==> src/rtl/ds_video_timing_gen_pkg.sv <==
// ds_pkg: shared types and constants for the downscaler test-pattern source.
//   pattern_sel_t : test pattern selector (bars, ramp, grey, checker)
//   BAR_RGB       : on/off mask {r,g,b} for the 8 colour bars, left to right
//   DEF_*         : default 640x480 raster timing
//   h_total/v_total : total clocks per line / lines per frame
package ds_pkg;

   typedef enum logic [1:0] {
      PAT_BARS  = 2'd0,
      PAT_RAMP  = 2'd1,
      PAT_GREY  = 2'd2,
      PAT_CHECK = 2'd3
   } pattern_sel_t;

   // white, yellow, cyan, green, magenta, red, blue, black
   localparam logic [2:0] BAR_RGB [8] = '{3'b111, 3'b110, 3'b011, 3'b010,
                                          3'b101, 3'b100, 3'b001, 3'b000};

   localparam int DEF_H_ACTIVE = 640;
   localparam int DEF_H_FP     = 16;
   localparam int DEF_H_SYNC   = 96;
   localparam int DEF_H_BP     = 48;
   localparam int DEF_V_ACTIVE = 480;
   localparam int DEF_V_FP     = 10;
   localparam int DEF_V_SYNC   = 2;
   localparam int DEF_V_BP     = 33;

   function automatic int h_total(input int active, input int fp, input int sync, input int bp);
      return active + fp + sync + bp;
   endfunction

   function automatic int v_total(input int active, input int fp, input int sync, input int bp);
      return active + fp + sync + bp;
   endfunction

endpackage

==> src/rtl/ds_video_timing_gen_if.sv <==
// ds_video_timing_gen_if: video bus from the pattern source to the DS chain.
//   o_vsync, o_hsync : active-high syncs
//   o_de             : data enable (active pixels)
//   o_r/g/b_data     : WIDTH-bit colour components, 0 outside active video
//   o_frame_start    : one-clock pulse on pixel (0,0)
// Modports: master drives the bus (source), slave observes it (sink).
interface ds_video_timing_gen_if #(
   parameter int WIDTH = 10
);
   logic             o_vsync;
   logic             o_hsync;
   logic             o_de;
   logic [WIDTH-1:0] o_r_data;
   logic [WIDTH-1:0] o_g_data;
   logic [WIDTH-1:0] o_b_data;
   logic             o_frame_start;

   modport master (output o_vsync, o_hsync, o_de, o_r_data, o_g_data, o_b_data, o_frame_start);
   modport slave  (input  o_vsync, o_hsync, o_de, o_r_data, o_g_data, o_b_data, o_frame_start);
endinterface

==> src/rtl/ds_video_timing_gen_pattern_pix.sv <==
// ds_pattern_pix: combinational test-pattern pixel generator.
//   i_x       in  XW     horizontal position (already scrolled, < H_ACTIVE when used)
//   i_y       in  YW     vertical position
//   i_pattern in  2      pattern selector
//   o_r/g/b   out WIDTH  colour components
module ds_pattern_pix
   import ds_pkg::*;
#(
   parameter int WIDTH    = 10,
   parameter int H_ACTIVE = DEF_H_ACTIVE,
   parameter int XW       = 10,
   parameter int YW       = 10
) (
   input  logic [XW-1:0]    i_x,
   input  logic [YW-1:0]    i_y,
   input  pattern_sel_t     i_pattern,
   output logic [WIDTH-1:0] o_r,
   output logic [WIDTH-1:0] o_g,
   output logic [WIDTH-1:0] o_b
);
   localparam int RW    = WIDTH + $clog2(H_ACTIVE);
   localparam int BAR_W = H_ACTIVE / 8;
   localparam logic [WIDTH-1:0] PIX_MAX  = '1;
   localparam logic [WIDTH-1:0] PIX_GREY = {1'b1, {(WIDTH-1){1'b0}}};

   logic [RW-1:0]    ramp_q;
   logic [WIDTH-1:0] ramp_v;
   logic [2:0]       bar_idx;
   logic [2:0]       bar_rgb;
   logic             chk;

   always_comb begin
      ramp_q  = (RW'(i_x) * RW'(PIX_MAX)) / RW'(H_ACTIVE - 1);
      ramp_v  = WIDTH'(ramp_q);
      bar_idx = 3'(i_x / XW'(BAR_W));
      bar_rgb = BAR_RGB[bar_idx];
      // widen before taking bit 4 so small rasters still index a real bit
      chk     = 1'((XW+5)'(i_x) >> 4) ^ 1'((YW+5)'(i_y) >> 4);
      o_r = '0;
      o_g = '0;
      o_b = '0;
      case (i_pattern)
         PAT_BARS: begin
            o_r = {WIDTH{bar_rgb[2]}};
            o_g = {WIDTH{bar_rgb[1]}};
            o_b = {WIDTH{bar_rgb[0]}};
         end
         PAT_RAMP: begin
            o_r = ramp_v;
            o_g = ramp_v;
            o_b = ramp_v;
         end
         PAT_GREY: begin
            o_r = PIX_GREY;
            o_g = PIX_GREY;
            o_b = PIX_GREY;
         end
         PAT_CHECK: begin
            o_r = chk ? PIX_MAX : '0;
            o_g = chk ? PIX_MAX : '0;
            o_b = chk ? PIX_MAX : '0;
         end
         default: ;
      endcase
   end
endmodule

==> src/rtl/ds_video_timing_gen.sv <==
// ds_video_timing_gen: raster timing + RGB test pattern source for the DS chain.
//   clk            in   pixel clock
//   rst            in   asynchronous reset, active-high
//   i_en           in   run enable; low holds the raster at the origin
//   i_pattern_sel  in   0 bars, 1 ramp, 2 grey, 3 checker (latched per frame)
//   vid            master modport: syncs, de, R/G/B, frame_start (all registered)
// Optional feature: define DS_PATGEN_SCROLL_EN to scroll patterns horizontally
// by one pixel per frame.
module ds_video_timing_gen
   import ds_pkg::*;
#(
   parameter int WIDTH    = 10,
   parameter int H_ACTIVE = DEF_H_ACTIVE,
   parameter int H_FP     = DEF_H_FP,
   parameter int H_SYNC   = DEF_H_SYNC,
   parameter int H_BP     = DEF_H_BP,
   parameter int V_ACTIVE = DEF_V_ACTIVE,
   parameter int V_FP     = DEF_V_FP,
   parameter int V_SYNC   = DEF_V_SYNC,
   parameter int V_BP     = DEF_V_BP
) (
   input  logic                 clk,
   input  logic                 rst,
   input  logic                 i_en,
   input  logic [1:0]           i_pattern_sel,
   ds_video_timing_gen_if.master vid
);
   localparam int H_TOTAL = h_total(H_ACTIVE, H_FP, H_SYNC, H_BP);
   localparam int V_TOTAL = v_total(V_ACTIVE, V_FP, V_SYNC, V_BP);
   localparam int HW = $clog2(H_TOTAL);
   localparam int VW = $clog2(V_TOTAL);

   localparam logic [HW-1:0] H_ACT_END  = HW'(H_ACTIVE);
   localparam logic [HW-1:0] H_SYNC_BEG = HW'(H_ACTIVE + H_FP);
   localparam logic [HW-1:0] H_SYNC_END = HW'(H_ACTIVE + H_FP + H_SYNC);
   localparam logic [HW-1:0] H_LAST     = HW'(H_TOTAL - 1);
   localparam logic [VW-1:0] V_ACT_END  = VW'(V_ACTIVE);
   localparam logic [VW-1:0] V_SYNC_BEG = VW'(V_ACTIVE + V_FP);
   localparam logic [VW-1:0] V_SYNC_END = VW'(V_ACTIVE + V_FP + V_SYNC);
   localparam logic [VW-1:0] V_LAST     = VW'(V_TOTAL - 1);

   logic [HW-1:0]    h_cnt;
   logic [VW-1:0]    v_cnt;
   pattern_sel_t     pat_q;
   pattern_sel_t     pat_cur;
   logic             at_origin;
   logic             de_c;
   logic             h_sync_c;
   logic             v_sync_c;
   logic [HW-1:0]    x_pix;
   logic [WIDTH-1:0] pix_r;
   logic [WIDTH-1:0] pix_g;
   logic [WIDTH-1:0] pix_b;

   always_comb begin
      at_origin = (h_cnt == '0) && (v_cnt == '0);
      de_c      = (h_cnt < H_ACT_END) && (v_cnt < V_ACT_END);
      h_sync_c  = (h_cnt >= H_SYNC_BEG) && (h_cnt < H_SYNC_END);
      v_sync_c  = (v_cnt >= V_SYNC_BEG) && (v_cnt < V_SYNC_END);
      // the origin pixel uses the selector directly, so a new pattern covers
      // the whole frame including pixel (0,0)
      pat_cur   = at_origin ? pattern_sel_t'(i_pattern_sel) : pat_q;
   end

`ifdef DS_PATGEN_SCROLL_EN
   localparam int OW = $clog2(H_ACTIVE);
   localparam logic [OW-1:0] OFF_LAST = OW'(H_ACTIVE - 1);

   logic [OW-1:0] offset;
   logic [HW:0]   x_sum;

   // offset steps at each frame wrap, so the first frame after enable uses 0
   always_ff @(posedge clk or posedge rst) begin
      if (rst) begin
         offset <= '0;
      end else if (!i_en) begin
         offset <= '0;
      end else if (h_cnt == H_LAST && v_cnt == V_LAST) begin
         offset <= (offset == OFF_LAST) ? '0 : offset + 1'b1;
      end
   end

   always_comb begin
      x_sum = {1'b0, h_cnt} + (HW+1)'(offset);
      x_pix = (x_sum >= (HW+1)'(H_ACTIVE)) ? HW'(x_sum - (HW+1)'(H_ACTIVE)) : HW'(x_sum);
   end
`else
   always_comb x_pix = h_cnt;
`endif

   ds_pattern_pix #(
      .WIDTH    (WIDTH),
      .H_ACTIVE (H_ACTIVE),
      .XW       (HW),
      .YW       (VW)
   ) u_pix (
      .i_x       (x_pix),
      .i_y       (v_cnt),
      .i_pattern (pat_cur),
      .o_r       (pix_r),
      .o_g       (pix_g),
      .o_b       (pix_b)
   );

   always_ff @(posedge clk or posedge rst) begin
      if (rst) begin
         h_cnt             <= '0;
         v_cnt             <= '0;
         pat_q             <= PAT_BARS;
         vid.o_vsync       <= 1'b0;
         vid.o_hsync       <= 1'b0;
         vid.o_de          <= 1'b0;
         vid.o_frame_start <= 1'b0;
         vid.o_r_data      <= '0;
         vid.o_g_data      <= '0;
         vid.o_b_data      <= '0;
      end else if (!i_en) begin
         h_cnt             <= '0;
         v_cnt             <= '0;
         vid.o_vsync       <= 1'b0;
         vid.o_hsync       <= 1'b0;
         vid.o_de          <= 1'b0;
         vid.o_frame_start <= 1'b0;
         vid.o_r_data      <= '0;
         vid.o_g_data      <= '0;
         vid.o_b_data      <= '0;
      end else begin
         vid.o_vsync       <= v_sync_c;
         vid.o_hsync       <= h_sync_c;
         vid.o_de          <= de_c;
         vid.o_frame_start <= at_origin;
         vid.o_r_data      <= de_c ? pix_r : '0;
         vid.o_g_data      <= de_c ? pix_g : '0;
         vid.o_b_data      <= de_c ? pix_b : '0;
         if (at_origin) pat_q <= pattern_sel_t'(i_pattern_sel);
         if (h_cnt == H_LAST) begin
            h_cnt <= '0;
            v_cnt <= (v_cnt == V_LAST) ? '0 : v_cnt + 1'b1;
         end else begin
            h_cnt <= h_cnt + 1'b1;
         end
      end
   end
endmodule

==> src/flat_wrapper.sv <==
// flat-port wrapper written by rule: the top's interface ports become plain ports
module ds_video_timing_gen_flat import ds_pkg::*;
#(
   parameter int WIDTH    = 10,
   parameter int H_ACTIVE = DEF_H_ACTIVE,
   parameter int H_FP     = DEF_H_FP,
   parameter int H_SYNC   = DEF_H_SYNC,
   parameter int H_BP     = DEF_H_BP,
   parameter int V_ACTIVE = DEF_V_ACTIVE,
   parameter int V_FP     = DEF_V_FP,
   parameter int V_SYNC   = DEF_V_SYNC,
   parameter int V_BP     = DEF_V_BP
)
  (clk, rst, i_en, i_pattern_sel, vid_o_vsync, vid_o_hsync, vid_o_de, vid_o_r_data, vid_o_g_data, vid_o_b_data, vid_o_frame_start);
  ds_video_timing_gen_if #(.WIDTH(WIDTH)) vid_i ();
  input  logic clk;
  input  logic rst;
  input  logic i_en;
  input  logic [1:0] i_pattern_sel;
  output wire logic [$bits(vid_i.o_vsync)-1:0] vid_o_vsync;
  output wire logic [$bits(vid_i.o_hsync)-1:0] vid_o_hsync;
  output wire logic [$bits(vid_i.o_de)-1:0] vid_o_de;
  output wire logic [$bits(vid_i.o_r_data)-1:0] vid_o_r_data;
  output wire logic [$bits(vid_i.o_g_data)-1:0] vid_o_g_data;
  output wire logic [$bits(vid_i.o_b_data)-1:0] vid_o_b_data;
  output wire logic [$bits(vid_i.o_frame_start)-1:0] vid_o_frame_start;
  assign vid_o_vsync = vid_i.o_vsync;
  assign vid_o_hsync = vid_i.o_hsync;
  assign vid_o_de = vid_i.o_de;
  assign vid_o_r_data = vid_i.o_r_data;
  assign vid_o_g_data = vid_i.o_g_data;
  assign vid_o_b_data = vid_i.o_b_data;
  assign vid_o_frame_start = vid_i.o_frame_start;
  ds_video_timing_gen #(.WIDTH(WIDTH), .H_ACTIVE(H_ACTIVE), .H_FP(H_FP), .H_SYNC(H_SYNC), .H_BP(H_BP), .V_ACTIVE(V_ACTIVE), .V_FP(V_FP), .V_SYNC(V_SYNC), .V_BP(V_BP)) u_core (.clk(clk), .rst(rst), .i_en(i_en), .i_pattern_sel(i_pattern_sel), .vid(vid_i));
endmodule
==> config.mk <==
export PLATFORM = sky130hd
export DESIGN_NAME = ds_video_timing_gen_flat
export DESIGN_NICKNAME = d
export VERILOG_FILES = /design/src/rtl/ds_video_timing_gen_pkg.sv /design/src/rtl/ds_video_timing_gen_if.sv /design/src/rtl/ds_video_timing_gen_pattern_pix.sv /design/src/rtl/ds_video_timing_gen.sv /design/src/flat_wrapper.sv
export SDC_FILE = /design/constraint.sdc
export NUM_CORES = 1
export LEC_CHECK = 0
export ABC_AREA = 1
export CAP_MARGIN = 20
export CELL_PAD_IN_SITES_DETAIL_PLACEMENT = 0
export CELL_PAD_IN_SITES_GLOBAL_PLACEMENT = 2
export CORE_MARGIN = 2
export CORE_UTILIZATION = 35
export DETAILED_ROUTE_END_ITERATION = 8
export PLACE_DENSITY_LB_ADDON = 0.1
export SYNTH_ARGS = -nofsm -noshare
export SYNTH_HDL_FRONTEND = slang
export SYNTH_SLANG_ARGS = --single-unit
==> constraint.sdc <==
create_clock -name clk -period 12.9 [get_ports clk]
set_clock_uncertainty 0.1 [all_clocks]
set_input_delay 1.29 -clock clk [delete_from_list [all_inputs] [get_ports clk]]
set_output_delay 1.29 -clock clk [all_outputs]
set_load 0.1 [all_outputs]
Word level (Yosys, flattened, before mapping)
Memory sizes are Yosys's and may differ from the RTL's.
Cells that the tools add are included.
{ "word_totals": {"regBits": 56, "rom_bits": 24, "input_bits": 5, "output_inout_bits": 34, "wordCells": 60, "n_memories": 1} }
{ "classes": {"add_sub_neg": 2, "mul": 1, "n_div": 2, "n_lt_le_gt_ge": 7, "n_eq_ne": 6, "mux": 22, "bitwise": 2, "n_reduce_logical": 7} }
{ "mem_list": {"columns": ["name", "words", "width", "rd", "rd_clocked_by_memory_dff", "wr", "line", "source"], "rows": [
  ["(no name shown)", 8, 3, 1, 0, 0, "ds_video_timing_gen_pattern_pix.sv:36", "bar_rgb = BAR_RGB[bar_idx];"]
]} }
{ "op_table": {"columns": ["operator", "n"], "rows": [
  ["$mux W10", 12],
  ["$pmux W10 S4", 3],
  ["$add A10 B1 Y10 const B", 2],
  ["$div A20 B10 Y20 const B", 1],
  ["$eq A10 B10 Y1 const B", 2],
  ["$logic_not A10 Y1", 2],
  ["$lt A10 B10 Y1 const B", 2],
  ["$lt A10 B9 Y1 const B", 2],
  ["$mul A10 B10 Y20 const B", 1],
  ["$div A10 B7 Y10 const B", 1],
  ["$ge A10 B10 Y1 const B", 1],
  ["$ge A10 B9 Y1 const B", 1],
  ["$mux W3", 2],
  ["$eq A2 B2 Y1 const B", 2],
  ["$ge A4 B4 Y1 const B", 1],
  ["$logic_and A1 B1 Y1", 4],
  ["$mux W1", 4],
  ["$not A3 Y4", 1],
  ["$eq A2 B1 Y1 const B", 1],
  ["$logic_not A2 Y1", 1],
  ["$mux W2", 1],
  ["$ne A2 B1 Y1 const B", 1],
  ["$xor A1 B1 Y1", 1]
]} }

Depth between registers and ports, before layout
Gate-level depths: netlist of the first run.
{ "logic_depth": {"depth_word": 8, "ltp_mapped": 96, "mapped_depth_nobuf": 90} }

Cells and area by module
Synthesis of the first run repeated with hierarchy kept, for this count alone.
{ "hier_totals": {"hier_cells": 1568, "area_unflattened_um2": 10366.2} }
{ "by_module_without_submodules": {"columns": ["module", "instances", "cells_each", "area_per_inst_um2", "seq_area_each_um2"], "rows": [
  ["ds_pattern_pix", 1, 1237, 7732.4, 0.0],
  ["ds_video_timing_gen", 1, 331, 2633.8, 1401.3]
]} }

Worst setup path after synthesis of the first run
Ideal clock, no wire load.
{ "synth_path": {"kind": "register to register", "from": "register u_core.h_cnt[7]", "to": "register u_core.vid.o_g_data[0]", "setup_ns": 0.162, "t_arrival_ns": 11.226, "t_required_ns": 12.638, "slack_ns": 1.413, "path_stages_with_launch": 89, "n_path_buf": 7, "period_less_slack_ns": 11.487, "path_cell_list": "dfrtp_1 inv_1 fa_1 inv_1 fa_1 inv_1 fa_1 inv_1 fa_1 fa_1 ha_1 nand2_1 nand2_1 a21oi_1 nand3_1 nand2_1 nand2_1 nand2_1 (+53 left out) nand2_2 buf_8 nand2_1 nand2_1 inv_1 ha_1 nand3_1 nor2_2 nand2_1 nand3_2 nand2_1 nand2_1 nor2_1 nand2_1 nand2_1 nand2_1 nand2_1 a21oi_1"} }
{ "synth_via": {"elab_chain_cells": 8, "word_cells_on_any_way": 19, "classes_between": "mul (1); div (2); order compare (1); eq/ne (3); mux (6); bitwise (1); reduce/logical (4); memory (1)"} }
{ "synth_rtl": {"columns": ["element", "line", "source"], "rows": [
  ["start: declaration", "ds_video_timing_gen.sv:42", "logic [HW-1:0] h_cnt;"],
  ["start signal: assignment", "ds_video_timing_gen.sv:140", "h_cnt <= h_cnt + 1'b1;"],
  ["parallel branches: the longest is 6 deep, another holds $mul A10 B10 Y20", null, null],
  ["$mux W10 (*)", "ds_video_timing_gen.sv:133", "vid.o_g_data <= de_c ? pix_g : '0;"],
  ["$mux W10 (*)", "ds_video_timing_gen.sv:117", "end else if (!i_en) begin"],
  ["end signal: assignment", "ds_video_timing_gen.sv:133", null],
  ["end: declaration", "ds_video_timing_gen_if.sv:18", "modport master (output o_vsync, o_hsync, o_de, o_r_data, o_g_data, o_b_data, o_frame_start);"]
]} }
Every way passes the cells marked *. The select of a mux whose other input is x is not followed.
A chain may end at the register's enable or synchronous reset.

Worst setup path in the final report of the first run
{ "layout_path": {"from": "register u_core.h_cnt[5]", "to": "register u_core.vid.o_b_data[0]"} }
{ "layout_via": {"elab_chain_cells": 8, "word_cells_on_any_way": 19, "classes_between": "mul (1); div (2); order compare (1); eq/ne (3); mux (6); bitwise (1); reduce/logical (4); memory (1)"} }
{ "layout_rtl": {"columns": ["element", "line", "source"], "rows": [
  ["parallel branches: the longest is 6 deep, another holds $mul A10 B10 Y20", null, null],
  ["$mux W10 (*)", "ds_video_timing_gen.sv:134", "vid.o_b_data <= de_c ? pix_b : '0;"],
  ["$mux W10 (*)", "ds_video_timing_gen.sv:117", null],
  ["end signal: assignment", "ds_video_timing_gen.sv:134", null],
  ["end: declaration", "ds_video_timing_gen_if.sv:18", null]
]} }
Marked as above.

==> results of run 1 <==
[worst reg2reg max path: cells and delay by family, from the launching register on]
kind,cells,cell delay (ns)
adders and majority gates,6,2.87
and+or+nand+nor,60,5.83
AOI/OAI and AO/OA,6,1.14
DFF,1,0.43
buffers and inverters,14,1.50
[per-layer routing]
layer / vias up / share of wire
met5: - / 0
met4: 0 / 0.011
met3: 16 / 0.021
met2: 102 / 0.49
met1: 4110 / 0.47
li1: 4756 / -
[power by group]
part	switching [mW]	total [mW]	internal [mW]
Combinational	0.544	0.779	0.235
Clock	0.0691	0.142	0.0726
Sequential	0.00737	0.202	0.195
Total	0.620	1.12	0.503
[per-stage QoR]
| stage | instance area (µm²) | total power, mW | utilization |
|---|---|---|---|
| global placement | 10300 | 0.943 | 0.385 |
| finish | 11200 | 1.12 | 0.419 |
| floorplan | 9420 | 0.766 | - |
| global route | 11200 | 1.22 | 0.419 |
| detailed placement | 10300 | 0.931 | 0.385 |
| CTS | 10500 | 1.08 | 0.391 |
[Yosys cell counts, types with 3 or more instances]
library cell,instances,area [µm²]
nor2_2,15,93.8
a21oi_4,6,97.6
xnor2_1,6,52.6
inv_2,22,82.6
ha_1,73,913
o21ai_1,10,50.1
nor3_1,10,50.1
buf_6,3,33.8
nand3b_1,4,30.0
nand2_2,67,419
nand2_4,9,101
nor4_1,3,18.8
nor2_1,129,484
nor2_4,11,124
a21oi_1,47,235
o21ai_0,34,170
fa_1,46,921
inv_1,216,811
nand4_1,20,125
buf_8,4,60.1
clkinv_1,3,11.3
o21ai_2,4,35.0
nand3_1,147,736
nand2_1,420,1580
dfrtp_1,56,1400
nand3_4,4,70.1
or2_2,4,25.0
xor2_1,21,184
nand3_2,22,220
a21oi_2,3,26.3
and2_1,5,31.3
[sequential cells by signal, indices dropped and copies added (netlist names)]
name	flops
u_core.pat_q	2
u_core.vid.o_de	1
u_core.h_cnt	10
u_core.vid.o_b_data	10
u_core.v_cnt	10
u_core.vid.o_frame_start	1
u_core.vid.o_r_data	10
u_core.vid.o_g_data	10
u_core.vid.o_vsync	1
u_core.vid.o_hsync	1
[layout make-up]
cell class | count | area [µm²]
Clock buffer | 5 | 125
Clock inverter | 3 | 21.3
Fill cell | 2907 | 15500
Inverter | 246 | 947
Multi-Input combinational cell | 1140 | 7400
Sequential cell | 56 | 1410
Tap cell | 341 | 427
Timing Repair Buffer | 98 | 860
[how the worst min path moves through the flow]
stage                                   end  cells after the start  slack (ns)
4_1_cts         u_core.pat_q[0]$_DFFE_PP0P_                      2        0.40
3_5_place_dp   u_core.vid.o_vsync$_DFF_PP0_                      1        0.38
2_1_floorplan  u_core.vid.o_vsync$_DFF_PP0_                      1        0.35
3_3_place_gp    u_core.pat_q[0]$_DFFE_PP0P_                      2        0.37
6_report        u_core.pat_q[1]$_DFFE_PP0P_                      2        0.39
5_1_grt        u_core.vid.o_vsync$_DFF_PP0_                      1        0.44
[kinds of logic after synthesis]
| family | share of synthesized area |
|---|---|
| AOI/OAI and AO/OA | 0.0780 |
| xor gates and xnor gates | 0.0251 |
| buffers and inverters | 0.110 |
| adders and majority gates | 0.195 |
| and+or+nand+nor | 0.443 |
| DFF | 0.149 |
[layout by cell type, fill, tap and decap left out, types with 5 or more instances in the layout]
| master | netlist | layout |
|---|---|---|
| o21ai_2 | 4 | 7 |
| xor2_1 | 21 | 21 |
| nor2_1 | 129 | 117 |
| nand3_1 | 147 | 138 |
| o21ai_0 | 34 | 30 |
| clkdlybuf4s50_1 | 0 | 38 |
| nand2_4 | 9 | 11 |
| clkbuf_16 | 0 | 5 |
| buf_4 | 0 | 57 |
| o21ai_1 | 10 | 11 |
| nand2_2 | 67 | 82 |
| ha_4 | 0 | 5 |
| and2_1 | 5 | 5 |
| xnor2_1 | 6 | 5 |
| nand3_2 | 22 | 23 |
| nor3_1 | 10 | 9 |
| nor2_2 | 15 | 19 |
| nand2_1 | 420 | 400 |
| inv_1 | 216 | 213 |
| nor2_4 | 11 | 19 |
| inv_2 | 22 | 22 |
| dfrtp_1 | 56 | 50 |
| nand3_4 | 4 | 12 |
| a21oi_4 | 6 | 8 |
| ha_1 | 73 | 66 |
| nand4_1 | 20 | 20 |
| dfrtp_2 | 0 | 6 |
| a21oi_1 | 47 | 44 |
| fa_1 | 46 | 43 |
[what timing repair did]
| action | in CTS | in global routing |
|---|---|---|
| gates resized for setup | 6 | 100 |
| setup buffers | 0 | 37 |
| hold buffers | 0 | 0 |
| endpoints found under the setup margin | 6 | 6 |
| pin swaps | 0 | 35 |
==> summary.txt, run 1 <==
Status
  – Run status: complete, no violations

Timing
  – Slew HR: 0.334
  – Fmax: about 0.083 GHz
  – Min Hold Slack: around 0.39 ns
  – Tmin final: about 12 ns
  – Worst Max-Slew Pin Slew: slightly below 1 ns
  – Fin crit share: 0.933
  – Fin Setup TNS: 0 ns
  – Hold Fails Final Rpt: 0
  – Setup WS post-layout: 0.869 ns
  – Fin. max-slew vios: 0
  – Final setup viols: 0

Floorplan
  – Core area: 26700 µm²
  – Starting Density: 0.352
  – Die Wd: about 170 µm
  – Die H: about 170 µm
  – IO Count: 39
  – Rows: 60
  – Die area: approximately 28000 µm²

Placement
  – DP HPWL: 21800 µm
  – GP Congestion: between 0.8 and 0.9
  – Placed cells: roughly 1800
  – IO buf count: 38
  – Dpl ws: -0.266 ns

Yosys
  – Syn avg cell area: around 6.5 µm²
  – Mapped Cells: approximately 1500
  – Synth Net Count: approximately 1600
  – Synth warn: 0
  – Count of different cell masters after synthesis: 52
  – Synth Register Bits: 56
  – Post-synth EDFFs: 0
  – Main flop type after synthesis: dfrtp_1
  – Post-synth ARST share: 1.00
  – Mapped cell area: approximately 9400 µm²
  – Register area share after synthesis: 0.149

Route
  – Vias: 8984
  – Iteration-0 DRC Markers: 355
  – Via/cell ratio: roughly 4.8
  – Routed Antenna Nets: 0
  – Final routed DRC violation total: 0
  – Avg WL per Cell: roughly 14 µm
  – Final WL: roughly 26000 µm
  – Pre-antenna DRT Iters: 4

GRT
  – GR Layer Usage met1: 0.248
  – Largest net degree at the start of global routing: between 50 and 60
  – M2 GR Usage: 0.334
  – GRT Overall Usage: 0.186
  – M3 GR Usage: 0.0103
  – Initial antenna violation count: 0
  – Vias in the first global route: about 8800
  – GRT overflow: 0
  – Most Used Layer, Global Route: met2
  – First-pass GRT wire length: about 43000 µm

Clocking
  – CTS Sinks: 56
  – Clock root buffer: clkbuf_16
  – Clock latency on the worst-skew pair: ~0.30 ns
  – Htree depth: 2
  – Clock-pin slew of the registers on the worst-case setup and hold paths: 0.08 ns
  – Cts bufs inserted: 5
  – CTS Buffer Depth: 2
  – CTS tree: yes

Cells and area
  – Non-filler cells, final: 1889
  – Share of layout cells above drive strength 1: 0.202
  – Total Nets Final: between 1500 and 2000
  – Inserted Diodes: 0
  – Area grow syn2layout: 18.8%

Critical path
  – Crit path depth: 86
  – Startpoint Class: register
  – Most common cell on crit path: nand2_1
  – Critical Path Start: u_core.h_cnt[5]$_DFF_PP0_
  – Crit path kind: register to register
  – CP delay by family, top: simple AND/OR/NAND/NOR gates
  – R2R Setup Slk: about 0.87 ns
  – CP max FO: 11
  – Critical Path AT: about 12 ns
  – Worst stage delay on the critical path: 0.57 ns
  – Critical Path RT: around 13 ns
  – Worst R2R Start: u_core.h_cnt[5]$_DFF_PP0_
  – RR Endpoint: u_core.vid.o_b_data[0]$_DFF_PP0_
  – Crit-path slowest cell: fa_1
  – Crit end category: register
  – Worst Path Buf+Inv: 14
  – Reg2Reg Depth: 86
  – Crit path to: u_core.vid.o_b_data[0]$_DFF_PP0_

Flow run
  – # Max-Cap Violations: 0

Pwr
  – VDD IR max: 0.0533 mV
  – Leak: approximately 6 nW
  – Pwr/cell area: 100 nW/µm²

Min path
  – Min-delay src: u_core.pat_q[1]$_DFFE_PP0P_
  – Hold Path Class: register to register
(Power assumes the default switching activity.)
==> inputs of run 2 (changes only) <==
- CORE_UTILIZATION: 35 -> 39
- CTS_BUF_LIST: default -> sky130_fd_sc_hd__clkbuf_2
- PLACE_DENSITY: default -> 0.95
- PLACE_DENSITY_LB_ADDON: 0.1 -> default
- clock period: 12.9 -> 13.84 ns (I/O delays scaled with it)
==> run 2 against run 1 <==
Against the previous run: first-iteration DRC count down 5.1%; sequential power down 7%; total power down 17%; global-route usage up 0.20 points; worst setup slack better by 0.30 ns; wire length down 8.1%; clock-buffer cell count unchanged; die area down 10%; cell count down 2.4%; flip-flop and latch count unchanged; combinational power down 14%; core utilization up 3.0 points; largest power group unchanged.
==> summary.txt, run 2 (same netlist as run 1, synthesis figures left out) <==
Placement
  – GP Congestion: 0.871 (+0.71%)
  – IO buf count: 38 (unchanged)
  – DP HPWL: 20100 µm (-8.0%)
  – Placed cells: 1806 (-2.1%)
  – Placed cell areas: 10200 µm² (-1.4%)

Cells and area
  – Share of layout cells above drive strength 1: 0.159 (-0.0433)
  – Non-filler cells, final: 1843 (-2.4%)
  – Commonest non-fill, non-tap cell in the layout: nand2_1
  – Total Nets Final: 1646 (-1.5%)
  – Area grow syn2layout: 12.4%
  – Fillers: 2514 (-14%)
  – Final Instance Area: 10600 µm² (-5.4%)
  – Most frequent cells in the layout: nand2_1 (418), inv_1 (212), nand3_1 (145), nor2_1 (125), ha_1 (72)

Pwr
  – Clk network pwr share: 0.078 (-0.048)
  – P_int: 390 µW (-22%)
  – Flop pwr share: 0.202 (+0.022)
  – Comb pwr share: 0.720 (+0.026)
  – Sw power: 542 µW (-13%)
  – PnR Total Power: 932 µW (-17%)
  – VDD IR max: 0.0645 mV (+21%)
  – Sw frac: 0.582 (+0.0296)
  – Leak: 5.79 nW (-3.2%)
  – Pwr/cell area: 88.1 nW/µm² (-12%)

Status
  – Run status: complete, no violations

Timing
  – Fin. max-slew vios: 0 (unchanged)
  – Slew HR: 0.314 (-0.0197)
  – Hold Fails Final Rpt: 0 (unchanged)
  – Fmax: 0.0789 GHz (-5.1%)
  – Fin crit share: 0.916 (-0.0168)
  – Final setup viols: 0 (unchanged)
  – Worst Max-Slew Pin Slew: 1.02 ns (+0.0294 ns)
  – Tmin final: 12.67 ns (+0.644 ns)
  – Min Hold Slack: 0.431 ns (+0.0384 ns)

Route
  – Final WL: 23700 µm (-8.1%)
  – Vias: 8896 (-0.98%)
  – Avg WL per Cell: 12.9 µm (-5.8%)
  – Pre-antenna DRT Iters: 5 (+1)
  – Via/cell ratio: 4.83 (+1.5%)
  – Final routed DRC violation total: 0 (unchanged)
  – Routed Antenna Nets: 0 (unchanged)
  – Iteration-0 DRC Markers: 337 (-5.1%)

Floorplan
  – IO Count: 39 (unchanged)
  – Starting Density: 0.399 (+0.0465)
  – Die H: 159 µm (-5.1%)
  – Die Wd: 159 µm (-5.1%)
  – Die area: 25400 µm² (-10%)
  – Rows: 56 (-6.7%)
  – Core area: 23600 µm² (-12%)

Critical path
  – Crit path kind: register to register
  – Startpoint Class: register
  – Worst Path Buf+Inv: 9 (-5)
  – Crit end category: register
  – Critical Path RT: 14.16 ns (+1.22 ns)
  – CP delay by family, top: simple AND/OR/NAND/NOR gates
  – CP max FO: 12 (+1)
  – Critical Path AT: 12.99 ns (+0.92 ns)
  – Worst stage delay on the critical path: 0.60 ns (+0.03 ns)
  – Crit-path slowest cell: fa_1
  – Most common cell on crit path: nand2_1

Flow run
  – # Max-Cap Violations: 0 (unchanged)

Clocking
  – Htree depth: 2 (unchanged)
  – CTS tree: yes
  – CTS Buffer Depth: 2 (unchanged)
  – CTS Sinks: 56 (unchanged)
  – Cts bufs inserted: 5 (unchanged)
  – Clock-pin slew of the registers on the worst-case setup and hold paths: 0.32 ns (+0.24 ns)
  – Clock root buffer: clkbuf_2
  – Clock latency on the worst-skew pair: 0.49 ns (+0.19 ns)

GRT
  – Vias in the first global route: 8485 (-3.1%)
  – GRT Overall Usage: 0.188 (+0.00201)
  – GRT overflow: 0 (unchanged)
  – Largest net degree at the start of global routing: 57 (unchanged)
  – First-pass GRT wire length: 40500 µm (-6.3%)
  – Initial antenna violation count: 1 (+1)

Min path
  – Hold Path Class: register to register
==> run 2: changes by cell type in the layout (fill, tap and decap cells not counted), sizes merged <==
cell / change
diode: +1
buf: -26
nand2: +1
clkinvlp: +1
inv: -1
==> run 2: layout make-up <==
| class | instances | area, µm² | area share |
|---|---|---|---|
| flip-flops and latches | 56 | 1410 | 0.133 |
| inverters | 246 | 948 | 0.0896 |
| well taps | 319 | 399 | 0.0377 |
| clock buffers | 5 | 25.0 | 0.00236 |
| clock inverters | 3 | 27.5 | 0.00260 |
| multi-input cells | 1141 | 7110 | 0.672 |
| repair buffers | 72 | 661 | 0.0624 |
| diodes | 1 | 2.50 | 0.000236 |
==> run 2: worst register-to-register path: cells and delay by family (launching register included) <==
| family | cells | cell delay [ns] |
|---|---|---|
| AOI/OAI and AO/OA | 5 | 1.10 |
| DFF | 1 | 0.52 |
| adders and majority gates | 7 | 3.15 |
| and+or+nand+nor | 56 | 6.63 |
| buffers and inverters | 9 | 1.14 |
==> run 2: stage by stage <==
stage          worst slack [ns]  setup TNS (ns)   util
3_3_place_gp              0.387               0  0.430
5_1_grt                 -0.0155         -0.0155  0.448
4_1_cts                   0.187               0  0.432
2_1_floorplan              2.35               0      -
6_report                   1.17               0  0.448
3_5_place_dp              0.268               0  0.430
==> run 2: final timing paths <==
path | start | endpoint | slack (ns) | depth (start not counted)
worst min register to register | u_core.pat_q[0]$_DFFE_PP0P_ | u_core.pat_q[0]$_DFFE_PP0P_ | 0.43 | 2
max in group asynchronous | rst | u_core.h_cnt[8]$_DFF_PP0_ | 11.93 | 3
worst max-delay path | u_core.h_cnt[6]$_DFF_PP0_ | u_core.vid.o_r_data[0]$_DFF_PP0_ | 1.17 | 77
min in group asynchronous | rst | u_core.pat_q[0]$_DFFE_PP0P_ | 1.24 | 3
worst max register to register | u_core.h_cnt[6]$_DFF_PP0_ | u_core.vid.o_r_data[0]$_DFF_PP0_ | 1.17 | 77
worst min-delay path | u_core.pat_q[0]$_DFFE_PP0P_ | u_core.pat_q[0]$_DFFE_PP0P_ | 0.43 | 2
==> run 2: power groups by stage <==
stage          Sequential (mW)  Clock (mW)  Combinational, mW
2_1_floorplan            0.313           0              0.401
3_3_place_gp             0.192           0              0.666
3_5_place_dp             0.192           0              0.659
4_1_cts                  0.189      0.0755              0.662
5_1_grt                  0.191      0.0822              0.743
6_report                 0.188      0.0729              0.671
==> run 2: metal layers <==
layer,part of all wire,GRT usage
met3,0.023,0.0122
met4,0.0092,0.0326
met2,0.49,0.337
met1,0.48,0.251
met5,0,0
==> run 2: what timing repair did <==
item,in CTS,in global routing
endpoints found under the hold margin,0,0
hold buffers,0,0
gates resized for setup,0,36
buffers inserted,0,27
setup endpoints to repair,0,6
==> inputs of run 3 (changes only) <==
- CAP_MARGIN: 20 -> default
==> results of run 3 <==
The final DEF is identical to that of run 2; final timing and power are the same.
